<file path="config.mk">
export PLATFORM = sky130hd
export DESIGN_NAME = uart_cmd_ctrl_flat
export DESIGN_NICKNAME = d
export VERILOG_FILES = /design/src/rtl/pid_uart_pkg.sv /design/src/rtl/uart_cmd_ctrl_if.sv /design/src/rtl/uart_tx_seq.sv /design/src/rtl/uart_cmd_ctrl.sv /design/src/flat_wrapper.sv
export SDC_FILE = /design/constraint.sdc
export NUM_CORES = 1
export LEC_CHECK = 0
export CORE_AREA = 3 3 111 166
export CTS_BUF_LIST = sky130_fd_sc_hd__clkbuf_4 sky130_fd_sc_hd__clkbuf_8 sky130_fd_sc_hd__clkbuf_16
export DETAILED_ROUTE_END_ITERATION = 6
export DIE_AREA = 0 0 114 169
export GPL_TIMING_DRIVEN = 0
export PLACE_DENSITY = 0.68
export RECOVER_POWER = 25
export SLEW_MARGIN = 5
export SYNTH_ARGS = -nofsm -noshare
export SYNTH_HDL_FRONTEND = slang
export SYNTH_SLANG_ARGS = --single-unit
</file>
<file path="constraint.sdc">
create_clock -name clk_in -period 4.81 [get_ports clk_in]
set_clock_uncertainty 0.05 [all_clocks]
set_input_delay 0.7215 -clock clk_in [delete_from_list [all_inputs] [get_ports clk_in]]
set_output_delay 0.7215 -clock clk_in [all_outputs]
set_load 0.02 [all_outputs]
</file>
<file path="src/rtl/pid_uart_pkg.sv">
// Shared constants, FSM encodings and the reply payload for the UART command controller.
package pid_uart_pkg;

  localparam logic [7:0] SOF    = 8'hA5;
  localparam logic [7:0] CMD_WR = 8'h01;
  localparam logic [7:0] CMD_RD = 8'h02;
  localparam logic [7:0] ACK    = 8'h06;
  localparam logic [7:0] NAK    = 8'h15;

  localparam logic [1:0] ADDR_KP = 2'd0;
  localparam logic [1:0] ADDR_KI = 2'd1;
  localparam logic [1:0] ADDR_KD = 2'd2;
  localparam logic [1:0] ADDR_SP = 2'd3;

  typedef enum logic [2:0] {
    ST_HUNT,
    ST_CMD,
    ST_ADDR,
    ST_DH,
    ST_DL,
    ST_CHK,
    ST_EXEC,
    ST_TX
  } ctrl_state_e;

  typedef enum logic [1:0] {
    TX_IDLE,
    TX_LOAD,
    TX_BUSY,
    TX_DONE
  } tx_state_e;

  // Reply to the host: 1 byte (ACK/NAK) or 3 bytes (read-back).
  typedef struct packed {
    logic [1:0] len;
    logic [7:0] b0;
    logic [7:0] b1;
    logic [7:0] b2;
  } reply_t;

endpackage

</file>
<file path="src/rtl/uart_cmd_ctrl_if.sv">
// UART-side signals of the command controller: receiver byte stream and transmitter handshake.
interface uart_cmd_ctrl_if;
  logic [7:0] rx_byte;
  logic       rx_rdy;
  logic       send_rdy;
  logic       send;
  logic [7:0] send_data;

  modport master (
    input  rx_byte,
    input  rx_rdy,
    input  send_rdy,
    output send,
    output send_data
  );

  modport slave (
    output rx_byte,
    output rx_rdy,
    output send_rdy,
    input  send,
    input  send_data
  );
endinterface

</file>
<file path="src/rtl/uart_tx_seq.sv">
// Sends a latched 1- or 3-byte reply through the UART transmitter handshake, pulses done at the end.
module uart_tx_seq
  import pid_uart_pkg::*;
(
  input  logic       clk_in,
  input  logic       reset,
  input  logic       start,
  input  reply_t     reply,
  input  logic       send_rdy,
  output logic       send,
  output logic [7:0] send_data,
  output logic       done
);

  tx_state_e  state_q, state_d;
  reply_t     rbuf_q, rbuf_d;
  logic [1:0] idx_q, idx_d;
  logic       send_d;
  logic [7:0] data_d;
  logic       done_d;
  logic [7:0] cur_byte_c;

  always_comb begin
    cur_byte_c = rbuf_q.b0;
    case (idx_q)
      2'd1:    cur_byte_c = rbuf_q.b1;
      2'd2:    cur_byte_c = rbuf_q.b2;
      default: cur_byte_c = rbuf_q.b0;
    endcase
  end

  always_ff @(posedge clk_in) begin
    if (reset) begin
      state_q   <= TX_IDLE;
      rbuf_q    <= '0;
      idx_q     <= 2'd0;
      send      <= 1'b0;
      send_data <= 8'h00;
      done      <= 1'b0;
    end else begin
      state_q   <= state_d;
      rbuf_q    <= rbuf_d;
      idx_q     <= idx_d;
      send      <= send_d;
      send_data <= data_d;
      done      <= done_d;
    end
  end

  // send is held until the slower UART clock domain acknowledges by dropping send_rdy.
  always_comb begin
    state_d = state_q;
    rbuf_d  = rbuf_q;
    idx_d   = idx_q;
    send_d  = send;
    data_d  = send_data;
    done_d  = 1'b0;
    case (state_q)
      TX_IDLE: begin
        if (start) begin
          rbuf_d  = reply;
          idx_d   = 2'd0;
          state_d = TX_LOAD;
        end
      end
      TX_LOAD: begin
        if (send_rdy) begin
          send_d  = 1'b1;
          data_d  = cur_byte_c;
          state_d = TX_BUSY;
        end
      end
      TX_BUSY: begin
        if (!send_rdy) begin
          send_d  = 1'b0;
          state_d = TX_DONE;
        end
      end
      TX_DONE: begin
        if (send_rdy) begin
          if (2'(idx_q + 2'd1) == rbuf_q.len) begin
            done_d  = 1'b1;
            state_d = TX_IDLE;
          end else begin
            idx_d   = 2'(idx_q + 2'd1);
            state_d = TX_LOAD;
          end
        end
      end
      default: state_d = TX_IDLE;
    endcase
  end

endmodule

</file>
<file path="src/rtl/uart_cmd_ctrl.sv">
// Parses framed host commands from UART bytes, reads/writes the PID tuning registers
// and sequences ACK/NAK or read-back replies.
module uart_cmd_ctrl
  import pid_uart_pkg::*;
#(
  parameter int unsigned TIMEOUT = 1_000_000,
  parameter logic [15:0] KP_RST  = 16'h0100,
  parameter logic [15:0] KI_RST  = 16'h0000,
  parameter logic [15:0] KD_RST  = 16'h0000,
  parameter logic [15:0] SP_RST  = 16'h0000
) (
  input  logic              clk_in,
  input  logic              reset,
  uart_cmd_ctrl_if.master   bus,
  output logic [15:0]       kp,
  output logic [15:0]       ki,
  output logic [15:0]       kd,
  output logic [15:0]       setpoint,
  output logic              cfg_upd,
  output logic [7:0]        err_cnt
);

  localparam int unsigned TMO_W = $clog2(TIMEOUT + 1);

  ctrl_state_e state_q, state_d;
  logic             rx_rdy_q;
  logic [TMO_W-1:0] tmo_q;
  logic [7:0]       cmd_q, addr_q, dh_q, dl_q, chk_q, chk_acc_q;

  logic        rx_edge_c, in_frame_c, tmo_hit_c, byte_ok_c;
  logic        cmd_ok_c, frame_ok_c, wr_en_c, tx_start_c, tx_done;
  logic [15:0] rd_val_c;
  reply_t      reply_c;

  assign rx_edge_c  = bus.rx_rdy & ~rx_rdy_q;
  assign in_frame_c = state_q inside {ST_CMD, ST_ADDR, ST_DH, ST_DL, ST_CHK};
  assign tmo_hit_c  = in_frame_c && (tmo_q == TMO_W'(TIMEOUT - 1));
  // Bytes outside HUNT..CHK (half-duplex) or on the timeout cycle are dropped.
  assign byte_ok_c  = rx_edge_c && (in_frame_c || state_q == ST_HUNT) && !tmo_hit_c;

  assign cmd_ok_c   = (cmd_q == CMD_WR) || (cmd_q == CMD_RD);
  assign frame_ok_c = cmd_ok_c && (addr_q < 8'd4) && (chk_q == chk_acc_q);
  assign wr_en_c    = (state_q == ST_EXEC) && frame_ok_c && (cmd_q == CMD_WR);
  assign tx_start_c = (state_q == ST_EXEC);

  always_ff @(posedge clk_in) begin
    if (reset) begin
      state_q  <= ST_HUNT;
      rx_rdy_q <= 1'b0;
      tmo_q    <= '0;
    end else begin
      state_q  <= state_d;
      rx_rdy_q <= bus.rx_rdy;
      if (!in_frame_c || byte_ok_c || tmo_hit_c) tmo_q <= '0;
      else                                       tmo_q <= tmo_q + TMO_W'(1);
    end
  end

  always_comb begin
    state_d = state_q;
    case (state_q)
      ST_HUNT: if (byte_ok_c && bus.rx_byte == SOF) state_d = ST_CMD;
      ST_CMD:  if (byte_ok_c) state_d = ST_ADDR;
      ST_ADDR: if (byte_ok_c) state_d = (cmd_q == CMD_WR) ? ST_DH : ST_CHK;
      ST_DH:   if (byte_ok_c) state_d = ST_DL;
      ST_DL:   if (byte_ok_c) state_d = ST_CHK;
      ST_CHK:  if (byte_ok_c) state_d = ST_EXEC;
      ST_EXEC: state_d = ST_TX;
      ST_TX:   if (tx_done) state_d = ST_HUNT;
      default: state_d = ST_HUNT;
    endcase
    if (tmo_hit_c) state_d = ST_HUNT;
  end

  // Frame field capture and running checksum.
  always_ff @(posedge clk_in) begin
    if (reset) begin
      cmd_q     <= 8'h00;
      addr_q    <= 8'h00;
      dh_q      <= 8'h00;
      dl_q      <= 8'h00;
      chk_q     <= 8'h00;
      chk_acc_q <= 8'h00;
    end else if (byte_ok_c) begin
      case (state_q)
        ST_CMD:  begin cmd_q  <= bus.rx_byte; chk_acc_q <= bus.rx_byte;             end
        ST_ADDR: begin addr_q <= bus.rx_byte; chk_acc_q <= chk_acc_q ^ bus.rx_byte; end
        ST_DH:   begin dh_q   <= bus.rx_byte; chk_acc_q <= chk_acc_q ^ bus.rx_byte; end
        ST_DL:   begin dl_q   <= bus.rx_byte; chk_acc_q <= chk_acc_q ^ bus.rx_byte; end
        ST_CHK:  chk_q <= bus.rx_byte;
        default: ;
      endcase
    end
  end

  always_ff @(posedge clk_in) begin
    if (reset) begin
      kp       <= KP_RST;
      ki       <= KI_RST;
      kd       <= KD_RST;
      setpoint <= SP_RST;
      cfg_upd  <= 1'b0;
      err_cnt  <= 8'h00;
    end else begin
      cfg_upd <= wr_en_c;
      if (wr_en_c) begin
        case (addr_q[1:0])
          ADDR_KP: kp       <= {dh_q, dl_q};
          ADDR_KI: ki       <= {dh_q, dl_q};
          ADDR_KD: kd       <= {dh_q, dl_q};
          default: setpoint <= {dh_q, dl_q};
        endcase
      end
      if (((state_q == ST_EXEC) && !frame_ok_c) || tmo_hit_c) begin
        if (err_cnt != 8'hFF) err_cnt <= err_cnt + 8'd1;
      end
    end
  end

  always_comb begin
    rd_val_c = kp;
    case (addr_q[1:0])
      ADDR_KP: rd_val_c = kp;
      ADDR_KI: rd_val_c = ki;
      ADDR_KD: rd_val_c = kd;
      ADDR_SP: rd_val_c = setpoint;
      default: rd_val_c = kp;
    endcase
  end

  always_comb begin
    reply_c = '0;
    if (!frame_ok_c) begin
      reply_c.len = 2'd1;
      reply_c.b0  = NAK;
    end else if (cmd_q == CMD_WR) begin
      reply_c.len = 2'd1;
      reply_c.b0  = ACK;
    end else begin
      reply_c.len = 2'd3;
      reply_c.b0  = rd_val_c[15:8];
      reply_c.b1  = rd_val_c[7:0];
      reply_c.b2  = rd_val_c[15:8] ^ rd_val_c[7:0];
    end
  end

  uart_tx_seq u_tx_seq (
    .clk_in    (clk_in),
    .reset     (reset),
    .start     (tx_start_c),
    .reply     (reply_c),
    .send_rdy  (bus.send_rdy),
    .send      (bus.send),
    .send_data (bus.send_data),
    .done      (tx_done)
  );

endmodule
</file>
<file path="src/flat_wrapper.sv">
// flat-port wrapper written by rule: the top's interface ports become plain ports
module uart_cmd_ctrl_flat import pid_uart_pkg::*;
#(
  parameter int unsigned TIMEOUT = 1_000_000,
  parameter logic [15:0] KP_RST  = 16'h0100,
  parameter logic [15:0] KI_RST  = 16'h0000,
  parameter logic [15:0] KD_RST  = 16'h0000,
  parameter logic [15:0] SP_RST  = 16'h0000
)
  (clk_in, reset, kp, ki, kd, setpoint, cfg_upd, err_cnt, bus_rx_byte, bus_rx_rdy, bus_send_rdy, bus_send, bus_send_data);
  uart_cmd_ctrl_if bus_i ();
  input  logic clk_in;
  input  logic reset;
  output logic [15:0] kp;
  output logic [15:0] ki;
  output logic [15:0] kd;
  output logic [15:0] setpoint;
  output logic cfg_upd;
  output logic [7:0] err_cnt;
  input wire logic [$bits(bus_i.rx_byte)-1:0] bus_rx_byte;
  input wire logic [$bits(bus_i.rx_rdy)-1:0] bus_rx_rdy;
  input wire logic [$bits(bus_i.send_rdy)-1:0] bus_send_rdy;
  output wire logic [$bits(bus_i.send)-1:0] bus_send;
  output wire logic [$bits(bus_i.send_data)-1:0] bus_send_data;
  assign bus_i.rx_byte = bus_rx_byte;
  assign bus_i.rx_rdy = bus_rx_rdy;
  assign bus_i.send_rdy = bus_send_rdy;
  assign bus_send = bus_i.send;
  assign bus_send_data = bus_i.send_data;
  uart_cmd_ctrl #(.TIMEOUT(TIMEOUT), .KP_RST(KP_RST), .KI_RST(KI_RST), .KD_RST(KD_RST), .SP_RST(SP_RST)) u_core (.clk_in(clk_in), .reset(reset), .bus(bus_i), .kp(kp), .ki(ki), .kd(kd), .setpoint(setpoint), .cfg_upd(cfg_upd), .err_cnt(err_cnt));
endmodule
</file>
**After elaboration in Yosys (flattened, before gate mapping)**

Cells that the tools add are included.

- Bits in registers: 185
- Bits in latches: 0
- RAM bits: 0
- Memory bits (read-only): 0
- Input bits: 12
- Logic and storage cells: 145
- Memories kept: 0

- $add $sub $neg: 3
- $mul: 0
- Div/mod/pow operators: 0
- $lt $le $gt $ge: 1
- Equal/unequal tests: 34
- Shift-type cells: 0
- Mux-type cells: 30
- Bitwise gates (word level): 7
- Reductions and logical operators: 46

Operators with widths:

| kind | count |
|---|---|
| one-hot mux 16 bit (4 select lines) | 1 |
| 2-to-1 mux 16 bit | 2 |
| one-hot mux 8 bit (2 select lines) | 2 |
| AND reduction 2 bit | 13 |
| 2-to-1 mux 3 bit | 8 |
| one-hot mux 3 bit (8 select lines) | 1 |
| adder 20 x 1 -> 20 bit, second input constant | 1 |
| == test 20 bit, second input constant | 1 |
| 2-to-1 mux 10 bit | 2 |
| XOR 8 bit | 2 |
| 2-to-1 mux 2 bit | 7 |
| == test 3 bit, second input constant | 4 |
| inequality test 2 x 1 -> 1 bit, second input constant | 6 |
| inequality test 2 bit, second input constant | 6 |
| == test 2 bit, second input constant | 5 |
| logical AND 1 bit | 9 |
| OR reduction 3 bit | 3 |
| adder 8 x 1 -> 8 bit, second input constant | 1 |
| == test 8 x 1 -> 1 bit, second input constant | 1 |
| == test 8 x 2 -> 1 bit, second input constant | 1 |
| == test 8 bit | 1 |
| == test 8 bit, second input constant | 1 |
| less-than comparator 8 x 3 -> 1 bit, second input constant | 1 |
| inequality test 8 bit, second input constant | 1 |
| 21 further kinds | 41 |

**Longest topological paths before layout**

Gate-level depths: netlist (run 1).

- Depth after elaboration: 8
- Gate-level depth with buffers: 9
- Mapped depth without buffers: 8

**Hierarchy**

A second synthesis (run 1) with hierarchy kept.

- Cells, all modules: 913
- Area total of the unflattened synthesis: 8,274.2 um^2

Modules (own cells, without submodules):

| module | instances | cells an instance | area an instance (um^2) | seq. area each (um^2) |
|---|---|---|---|---|
| uart_cmd_ctrl | 1 | 696 | 6,510.0 | 2,902.8 |
| uart_tx_seq | 1 | 217 | 1,764.2 | 800.8 |

**Worst setup path before layout (run 1)**

OpenSTA, ideal clock, no wires.

- Path kind: flip-flop to flip-flop
- From: register u_core.tmo_q[7]
- To: register u_core.err_cnt[0]
- Setup time: 121 ps
- Arrival: 2,322 ps
- Setup slack: 2,318 ps
- Stages on the path, launching flop included: 8
- Period minus slack after synthesis: 2,492 ps
- Cells stage by stage: dfxtp_1 > or4b_1 > or4_4 > nor2_4 > o21ba_4 > buf_6 > a31oi_1 > mux2_2

- Longest elaborated chain between the ends: 4

RTL lines:

| element | RTL line | source |
|---|---|---|
| start: declaration | uart_cmd_ctrl.sv:27 | `logic [TMO_W-1:0] tmo_q;` |
| start signal: assignment | uart_cmd_ctrl.sv:55 | `else tmo_q <= tmo_q + TMO_W'(1);` |
| == test 20 bit | uart_cmd_ctrl.sv:37 | `assign tmo_hit_c = in_frame_c && (tmo_q == TMO_W'(TIMEOUT - 1));` |
| logical AND 1 bit | uart_cmd_ctrl.sv:37 |  |
| logical OR 1 bit | uart_cmd_ctrl.sv:114 | `if (((state_q == ST_EXEC) && !frame_ok_c) \|\| tmo_hit_c) begin` |
| AND reduction 2 bit (no line) | - |  |
| end signal: assignment | uart_cmd_ctrl.sv:115 | `if (err_cnt != 8'hFF) err_cnt <= err_cnt + 8'd1;` |
| end: declaration | uart_cmd_ctrl.sv:20 | `output logic [7:0] err_cnt` |

No other way between the ends.
A chain may end at the register's enable or synchronous reset.

**Worst setup path in the final report (run 1)**

- From: register u_core.cmd_q[2]
- To: register u_core.kd[13]

- Longest elaborated chain between the ends: 7
- Elaborated cells on any way between the ends: 8
- Those cells by class: eq/ne: 2; reduce/logical: 6

RTL lines:

| element | RTL line | source |
|---|---|---|
| start: declaration | uart_cmd_ctrl.sv:28 | `logic [7:0] cmd_q, addr_q, dh_q, dl_q, chk_q, chk_acc_q;` |
| start signal: assignment | uart_cmd_ctrl.sv:86 | `ST_CMD: begin cmd_q <= bus.rx_byte; chk_acc_q <= bus.rx_byte; end` |
| == test 8 x 1 -> 1 bit / == test 8 x 2 -> 1 bit (equally long branches) | uart_cmd_ctrl.sv:41, uart_cmd_ctrl.sv:43 |  |
| logical OR 1 bit | uart_cmd_ctrl.sv:41 | `assign cmd_ok_c = (cmd_q == CMD_WR) \|\| (cmd_q == CMD_RD);` |
| logical AND 1 bit (2 in series) | uart_cmd_ctrl.sv:42 | `assign frame_ok_c = cmd_ok_c && (addr_q < 8'd4) && (chk_q == chk_acc_q);` |
| logical AND 1 bit | uart_cmd_ctrl.sv:43 | `assign wr_en_c = (state_q == ST_EXEC) && frame_ok_c && (cmd_q == CMD_WR);` |
| logical AND 1 bit * | uart_cmd_ctrl.sv:43 |  |
| AND reduction 2 bit (no line) * | - |  |
| end signal: assignment | uart_cmd_ctrl.sv:110 | `ADDR_KD: kd <= {dh_q, dl_q};` |
| end: declaration | uart_cmd_ctrl.sv:17 | `output logic [15:0] kd,` |

Every way passes the cells marked *; elsewhere a longest branch is shown, timed or not.

==> results of run 1 <==
worst paths after layout:
path                                                 start                          to  slack (ns)  cells after the start
worst min register to register  u_core.u_tx_seq.rbuf_q[17]  u_core.u_tx_seq.rbuf_q[17]        0.41                      2
worst min-delay path            u_core.u_tx_seq.rbuf_q[17]  u_core.u_tx_seq.rbuf_q[17]        0.41                      2
worst max-delay path                       u_core.cmd_q[2]               u_core.kd[13]        1.51                      7
worst max register to register             u_core.cmd_q[2]               u_core.kd[13]        1.51                      7
layout make-up:
cell class                      count  area (µm²)  area share (%)
Clock buffer                       19         447            4.55
Sequential cell                   185        3700            37.7
Tap cell                          213         267            2.72
Clock inverter                     13         190            1.94
Buffer                             52         225            2.29
Inverter                           12        45.0           0.459
Multi-Input combinational cell    634        4010            40.8
Timing Repair Buffer               93         931            9.48
flip-flops by register name, indices dropped and copies added (netlist names):
name	count
u_core.dl_q	8
u_core.setpoint	16
u_core.chk_q	8
u_core.u_tx_seq.send_data	8
u_core.u_tx_seq.send	1
u_core.kp	16
u_core.u_tx_seq.idx_q	2
u_core.ki	16
u_core.tmo_q	20
u_core.u_tx_seq.state_q	2
u_core.cmd_q	8
u_core.dh_q	8
u_core.chk_acc_q	8
u_core.kd	16
u_core.cfg_upd	1
u_core.addr_q	8
u_core.err_cnt	8
u_core.state_q	3
u_core.u_tx_seq.done	1
u_core.u_tx_seq.rbuf_q	26
u_core.rx_rdy_q	1
cell usage in the layout (no fill, tap or decap), types with 7 or more instances in the layout:
| cell type | instances |
|---|---|
| nand3_1 | 19 |
| nor2b_1 | 7 |
| mux2i_1 | 76 |
| nor2_1 | 176 |
| inv_1 | 12 |
| dlygate4sd3_1 | 52 |
| clkdlybuf4s50_1 | 41 |
| o21ai_0 | 15 |
| nand4_1 | 10 |
| nor3_1 | 7 |
| xor2_1 | 29 |
| a22oi_1 | 28 |
| nand2_1 | 98 |
| xnor2_1 | 17 |
| mux4_2 | 16 |
| clkbuf_16 | 17 |
| ha_1 | 8 |
| and3_1 | 8 |
| dfxtp_1 | 185 |
| a21oi_1 | 61 |
| clkbuf_1 | 41 |
power by group through the flow:
stage	registers, mW	clock network [mW]	logic (mW)
after floorplan	1.57	0	0.0285
after global placement	1.57	0	0.0654
after detailed placement	1.57	0	0.0649
after CTS	1.53	1.53	0.0650
after global routing	1.53	1.58	0.0690
final	1.53	1.51	0.0642
stage by stage:
step                      hold WS, ns  std cells
final                           0.407       1221
after floorplan                 0.380        883
after CTS                       0.405       1221
after global routing            0.421       1221
after detailed placement        0.395       1189
after global placement          0.392       1189
worst register-to-register path, stage by stage, from the launching register on:
cell and delay [ns]:
dfxtp_1 0.32, nor4_2 0.50, nand2_1 0.14, nor3b_1 0.70, nand3_1 0.60, clkbuf_1 0.53, mux2i_1 0.28, nor2_1 0.06
layer usage:
metal,wire length (µm),global-route usage [%]
met5,0,0
met4,526,8.58
met3,1030,4.04
met2,11900,42.0
met1,8580,26.5
cells by family after synthesis:
group                    Yosys count
adder cells (fa/ha/maj)            8
buffers and inverters             64
flip-flops                       185
AO/OA/AOI/OAI                    126
AND/OR/NAND/NOR                  361
XOR/XNOR                          46
multiplexers                      93
==> run_results.csv, run 1 <==
group,metric,value,unit
floorplanning,ios,94,
route,drt_iter0_markers,416,
worst_setup_path,cp_slowest_cell,"nor3b_1",
worst_setup_path,crit_buf_inv,1,
sta,setup-tns-final,0,ns
route,drc,0,
clock_tree,clock_latency,0.44,ns
yosys,synthAdderAreaFrac,1.25,%
placed_design,place_ws,1.58,ns
sta,slew_headroom,39.2,%
sta,rsz0062_at_grt,"no",
power_and_ir_drop,powerDensity,316,nW/µm²
clock_tree,cts_root_buf,"clkbuf_16",
yosys,ys_seq_area_share,46.4,%
final_layout,stdcell_area,9820,µm²
route,routed_wirelength,22000,µm
worst_setup_path,path_delay_family,"simple AND/OR/NAND/NOR gates",
final_layout,antennaDiodeCount,0,
sta,fin_crit,3.30,ns
floorplanning,core,17300,µm²
power_and_ir_drop,power,3.10,mW
floorplanning,chipHeight,169,µm
yosys,synth_xor_area_share,5.04,%
hold_path,hold_path_class,"reg -> reg",
placed_design,placedInstanceArea,9190,µm²
floorplanning,rows,59,
yosys,yosysMostFrequentCell,"dfxtp_1",
floorplanning,die-area,19300,µm²
yosys,synth_area_leaders,"dfxtp_1 (46%), mux2i_1 (9.5%), nor2_1 (8.3%)",
yosys,muxShareOfSynthArea,14.2,%
yosys,synth-seq-cells,185,
yosys,synthFlopType,"dfxtp_1",
route,vias,6752,
global_routing,antenna_found_initial,0,
sta,setup_viol,0,
power_and_ir_drop,pwr-share-comb,2.1,%
yosys,syn_area_per_cell,9.05,µm²
worst_setup_path,crit_path_end_kind,"register",
clock_tree,cts_tree,"yes",
worst_setup_path,slowest_delay,0.70,ns
floorplanning,die_w,114,µm
power_and_ir_drop,power_switching,661,µW
yosys,synth-warning-count,0,
clock_tree,htree_levels,4,
yosys,syn_area,7990,µm²
final_layout,n_fill_cell,1614,
power_and_ir_drop,vdd_drop_max,0.250,mV
yosys,synth_edf_count,0,
sta,fin_ws,1.51,ns
clock_tree,clkTransAtPathRegs,0.07,ns
final_layout,syn_to_final_growth,22.8,%
clock_tree,post_cts_buffers,0,
sta,period_share,68.6,%
placed_design,hpwl,16300,µm
clock_tree,cts_buffers,17,
yosys,synth-compound-area-share,9.69,%
worst_setup_path,worstPathMaxFanout,10,
flow_run,maxCapViolations,0,
global_routing,grt_overflow_total,0,
final_layout,drive_above_1_share,6.65,%
floorplanning,initial_core_util,46.3,%
final_layout,nNetsFinal,1015,
global_routing,grt_max_degree,17,
route,post_drt_via_cell_ratio,5.53,
clock_tree,clockBufferDepth,2,
worst_setup_path,critPathLaunchType,"register",
clock_tree,cts_hold_buf,0,
worst_setup_path,cp_cell_sequence,"nor4_2 -> nand2_1 -> nor3b_1 -> nand3_1 -> clkbuf_1 -> mux2i_1 -> nor2_1",
route,dr.pass1.iters,5,
yosys,synth_common_cells,"dfxtp_1 (185), nor2_1 (176), nand2_1 (98), mux2i_1 (76), a21oi_1 (61)",
yosys,yosys.area.top_type,"dfxtp_1",
outcome,status,"finished clean",
final_layout,utilization,56.8,%
worst_setup_path,critical_path_class,"reg -> reg",
sta,worst_pin_slew,0.907,ns
global_routing,gr-usage-all-layers,23.0,%
yosys,synth_cells,883,
power_and_ir_drop,power_leakage,3.89,nW
yosys,synth_top_family_by_area,"simple AND/OR/NAND/NOR gates",
placed_design,io_buffers,93,
placed_design,gp_congestion,0.847,
power_and_ir_drop,seq_power_share,49.4,%
power_and_ir_drop,p_clk_share,48.6,%
power_and_ir_drop,switching_share,21.3,%
sta,maxSlewViolCount,0,
yosys,synth.net_count,903,
yosys,yosys.cell_types.count,52,
sta,hold_viol,0,
worst_setup_path,crit_arrival,3.55,ns
route,final_antenna_net_count,0,
route,wire_per_inst,18.0,µm
sta,max_freq,303,MHz
global_routing,grt_pass1_wl,34500,µm
worst_setup_path,worstPathRequired,5.06,ns
clock_tree,cts.repair.resized,0,
clock_tree,clock_sinks,185,
global_routing,grt_pass1_vias,6422,
yosys,synthSimpleGateAreaFrac,20.0,%
power_and_ir_drop,p_int,2.44,mW
yosys,async_flop_share,0,%
yosys,synth.top_cell.area_share,46.4,%
No activity file was read; power rests on OpenSTA's default activity.
==> inputs of run 2 (changes only) <==
--- a/config.mk
+++ b/config.mk
@@ -10,7 +10,7 @@
 export DETAILED_ROUTE_END_ITERATION = 6
 export DIE_AREA = 0 0 114 169
 export GPL_TIMING_DRIVEN = 0
-export PLACE_DENSITY = 0.68
+export PLACE_DENSITY = 0.71
 export RECOVER_POWER = 25
 export SLEW_MARGIN = 5
 export SYNTH_ARGS = -nofsm -noshare
==> constraint.sdc (replaced) <==
create_clock -name clk_in -period 3 [get_ports clk_in]
set_clock_uncertainty 0.05 [all_clocks]
set_input_delay 0.45 -clock clk_in [delete_from_list [all_inputs] [get_ports clk_in]]
set_output_delay 0.45 -clock clk_in [all_outputs]
set_load 0.02 [all_outputs]
==> run_results.csv, run 2 (same netlist as run 1, synthesis figures left out) <==
group,metric,value,unit
outcome,status,"finished clean",
power_and_ir_drop,power_leakage,3.89,nW
floorplanning,initial_core_util,46.3,%
sta,setup_viol,0,
final_layout,syn_to_final_growth,22.0,%
placed_design,gp_congestion,0.833,
route,drt_iter0_markers,448,
flow_run,maxCapViolations,0,
sta,whs,0.416,ns
clock_tree,htree_levels,4,
sta,hold_viol,0,
placed_design,placed_cells,1189,
placed_design,hpwl,16300,µm
global_routing,antenna_found_initial,0,
clock_tree,clock_sinks,185,
worst_setup_path,critical_path_class,"reg -> reg",
route,routed_wirelength,21800,µm
route,wire_per_inst,17.8,µm
global_routing,grt_pass1_wl,34800,µm
clock_tree,cts_tree,"yes",
sta,slew_headroom,40.7,%
worst_setup_path,crit_arrival,3.01,ns
sta,worst_pin_slew,0.885,ns
final_layout,largest_reg_flops,26,
placed_design,io_buffers,93,
final_layout,drive_above_1_share,7.54,%
worst_setup_path,critPathLaunchType,"register",
final_layout,biggestRegsByFlops,"u_core.u_tx_seq.rbuf_q: 26 flops, u_core.tmo_q: 20 flops",
final_layout,layout_common_cells,"dfxtp_1 (185), nor2_1 (176), nand2_1 (98), mux2i_1 (76), dlygate4sd3_1 (62)",
sta,period_share,92.2,%
final_layout,n_fill_cell,1633,
route,dr.pass1.iters,7,
floorplanning,die-area,19300,µm²
clock_tree,clock_latency,0.44,ns
global_routing,grt_max_degree,17,
clock_tree,post_cts_buffers,0,
final_layout,layout_commonest_cell,"dfxtp_1",
sta,maxSlewViolCount,0,
sta,max_freq,362,MHz
global_routing,grt_overflow_total,0,
clock_tree,clockBufferDepth,2,
clock_tree,cts_buffers,17,
hold_path,hold_path_class,"reg -> reg",
power_and_ir_drop,power,4.60,mW
floorplanning,ios,94,
sta,fin_crit,2.77,ns
global_routing,gr-usage-all-layers,23.1,%
worst_setup_path,worstPathMaxFanout,10,
floorplanning,rows,59,
final_layout,finalNonFillerCells,1221,
power_and_ir_drop,powerDensity,472,nW/µm²
final_layout,nNetsFinal,1015,
worst_setup_path,worstPathRequired,3.25,ns
floorplanning,die_w,114,µm
clock_tree,clkTransAtPathRegs,0.07,ns
route,final_antenna_net_count,0,
route,vias,6751,
global_routing,grt_pass1_vias,6517,
floorplanning,core,17300,µm²
clock_tree,cts_root_buf,"clkbuf_16",
final_layout,top_register,"u_core.u_tx_seq.rbuf_q",
power_and_ir_drop,vdd_drop_max,0.317,mV
worst_setup_path,crit_path_end_kind,"register",
route,post_drt_via_cell_ratio,5.53,
route,drc,0,
floorplanning,chipHeight,169,µm
sta,rsz0062_at_grt,"no",
final_layout,antennaDiodeCount,0,
run 2: cell count changes in the layout (fill, tap and decap cells not counted), sizes merged:
cell / delta
buf: +1
bufinv: -4
clkbuf: -2
clkdlybuf4s50: -10
clkinv: +4
clkinvlp: +4
dlygate4sd3: +10
inv: -3
run 2: where the power goes:
part           switching, mW  internal, mW
logic                 0.0779        0.0262
registers           0.000331          2.46
clock network          0.969          1.07
run 2: critical path, cell delays in order, from the launching register on:
cell,delay [ns]
dfxtp_1,0.32
nor4_2,0.52
nand4_1,0.17
nor4_2,0.34
buf_4,0.25
nand2_1,0.28
clkbuf_2,0.39
mux2i_1,0.24
nor2_1,0.06
run 2: cell type report:
class                   instances  area [µm²]  area share [%]
plain buffers                  52         234            2.40
clock buffers                  18         433            4.44
clock inverters                14         106            1.09
inverters                      12        45.0           0.462
multi-input cells             634        4030            41.3
flip-flops and latches        185        3700            38.0
well taps                     213         267            2.73
repair buffers                 93         931            9.55
run 2: final timing paths:
path,depth (start not counted),end,slack (ns),startpoint
hold / removal,1,u_core.tmo_q[0],0.42,u_core.tmo_q[0]
setup reg to reg,8,u_core.ki[7],0.23,u_core.cmd_q[2]
setup / recovery,8,u_core.ki[7],0.23,u_core.cmd_q[2]
hold reg to reg,1,u_core.tmo_q[0],0.42,u_core.tmo_q[0]
run 2: through the flow:
stage / utilization [%] / setup TNS [ns] / setup WS, ns / cell area, µm²
6_report: 56.4 / 0 / 0.235 / 9750
5_1_grt: 56.4 / 0 / 0.0959 / 9750
4_1_cts: 56.4 / 0 / 0.0384 / 9740
3_5_place_dp: 53.2 / -3.47 / -0.283 / 9190
3_3_place_gp: 53.2 / -2.19 / -0.219 / 9190
2_1_floorplan: - / 0 / 0.508 / 7990
run 2: repair_timing:
item | CTS | global route
gates cloned | 0 | 0
pin swaps | 0 | 0
hold buffers | 0 | 0
gates resized for setup | 4 | 7
endpoints found under the setup margin | 25 | 37
run 2: layer usage:
| metal | GRT usage, % | vias up | share of wire, % |
|---|---|---|---|
| li1 | - | 3274 | - |
| met1 | 26.6 | 3235 | 39 |
| met2 | 41.5 | 197 | 54 |
| met3 | 4.76 | 45 | 4.3 |
| met4 | 8.73 | 0 | 2.5 |
| met5 | 0 | - | 0 |
==> inputs of run 3 (changes only) <==
--- a/config.mk
+++ b/config.mk
@@ -5,6 +5,7 @@
 export SDC_FILE = /design/constraint.sdc
 export NUM_CORES = 1
 export LEC_CHECK = 0
+export CAP_MARGIN = 20
 export CORE_AREA = 3 3 111 166
 export CTS_BUF_LIST = sky130_fd_sc_hd__clkbuf_4 sky130_fd_sc_hd__clkbuf_8 sky130_fd_sc_hd__clkbuf_16
 export DETAILED_ROUTE_END_ITERATION = 6
==> results of run 3 <==
Final layout, timing and power as in run 2 (identical DEF).
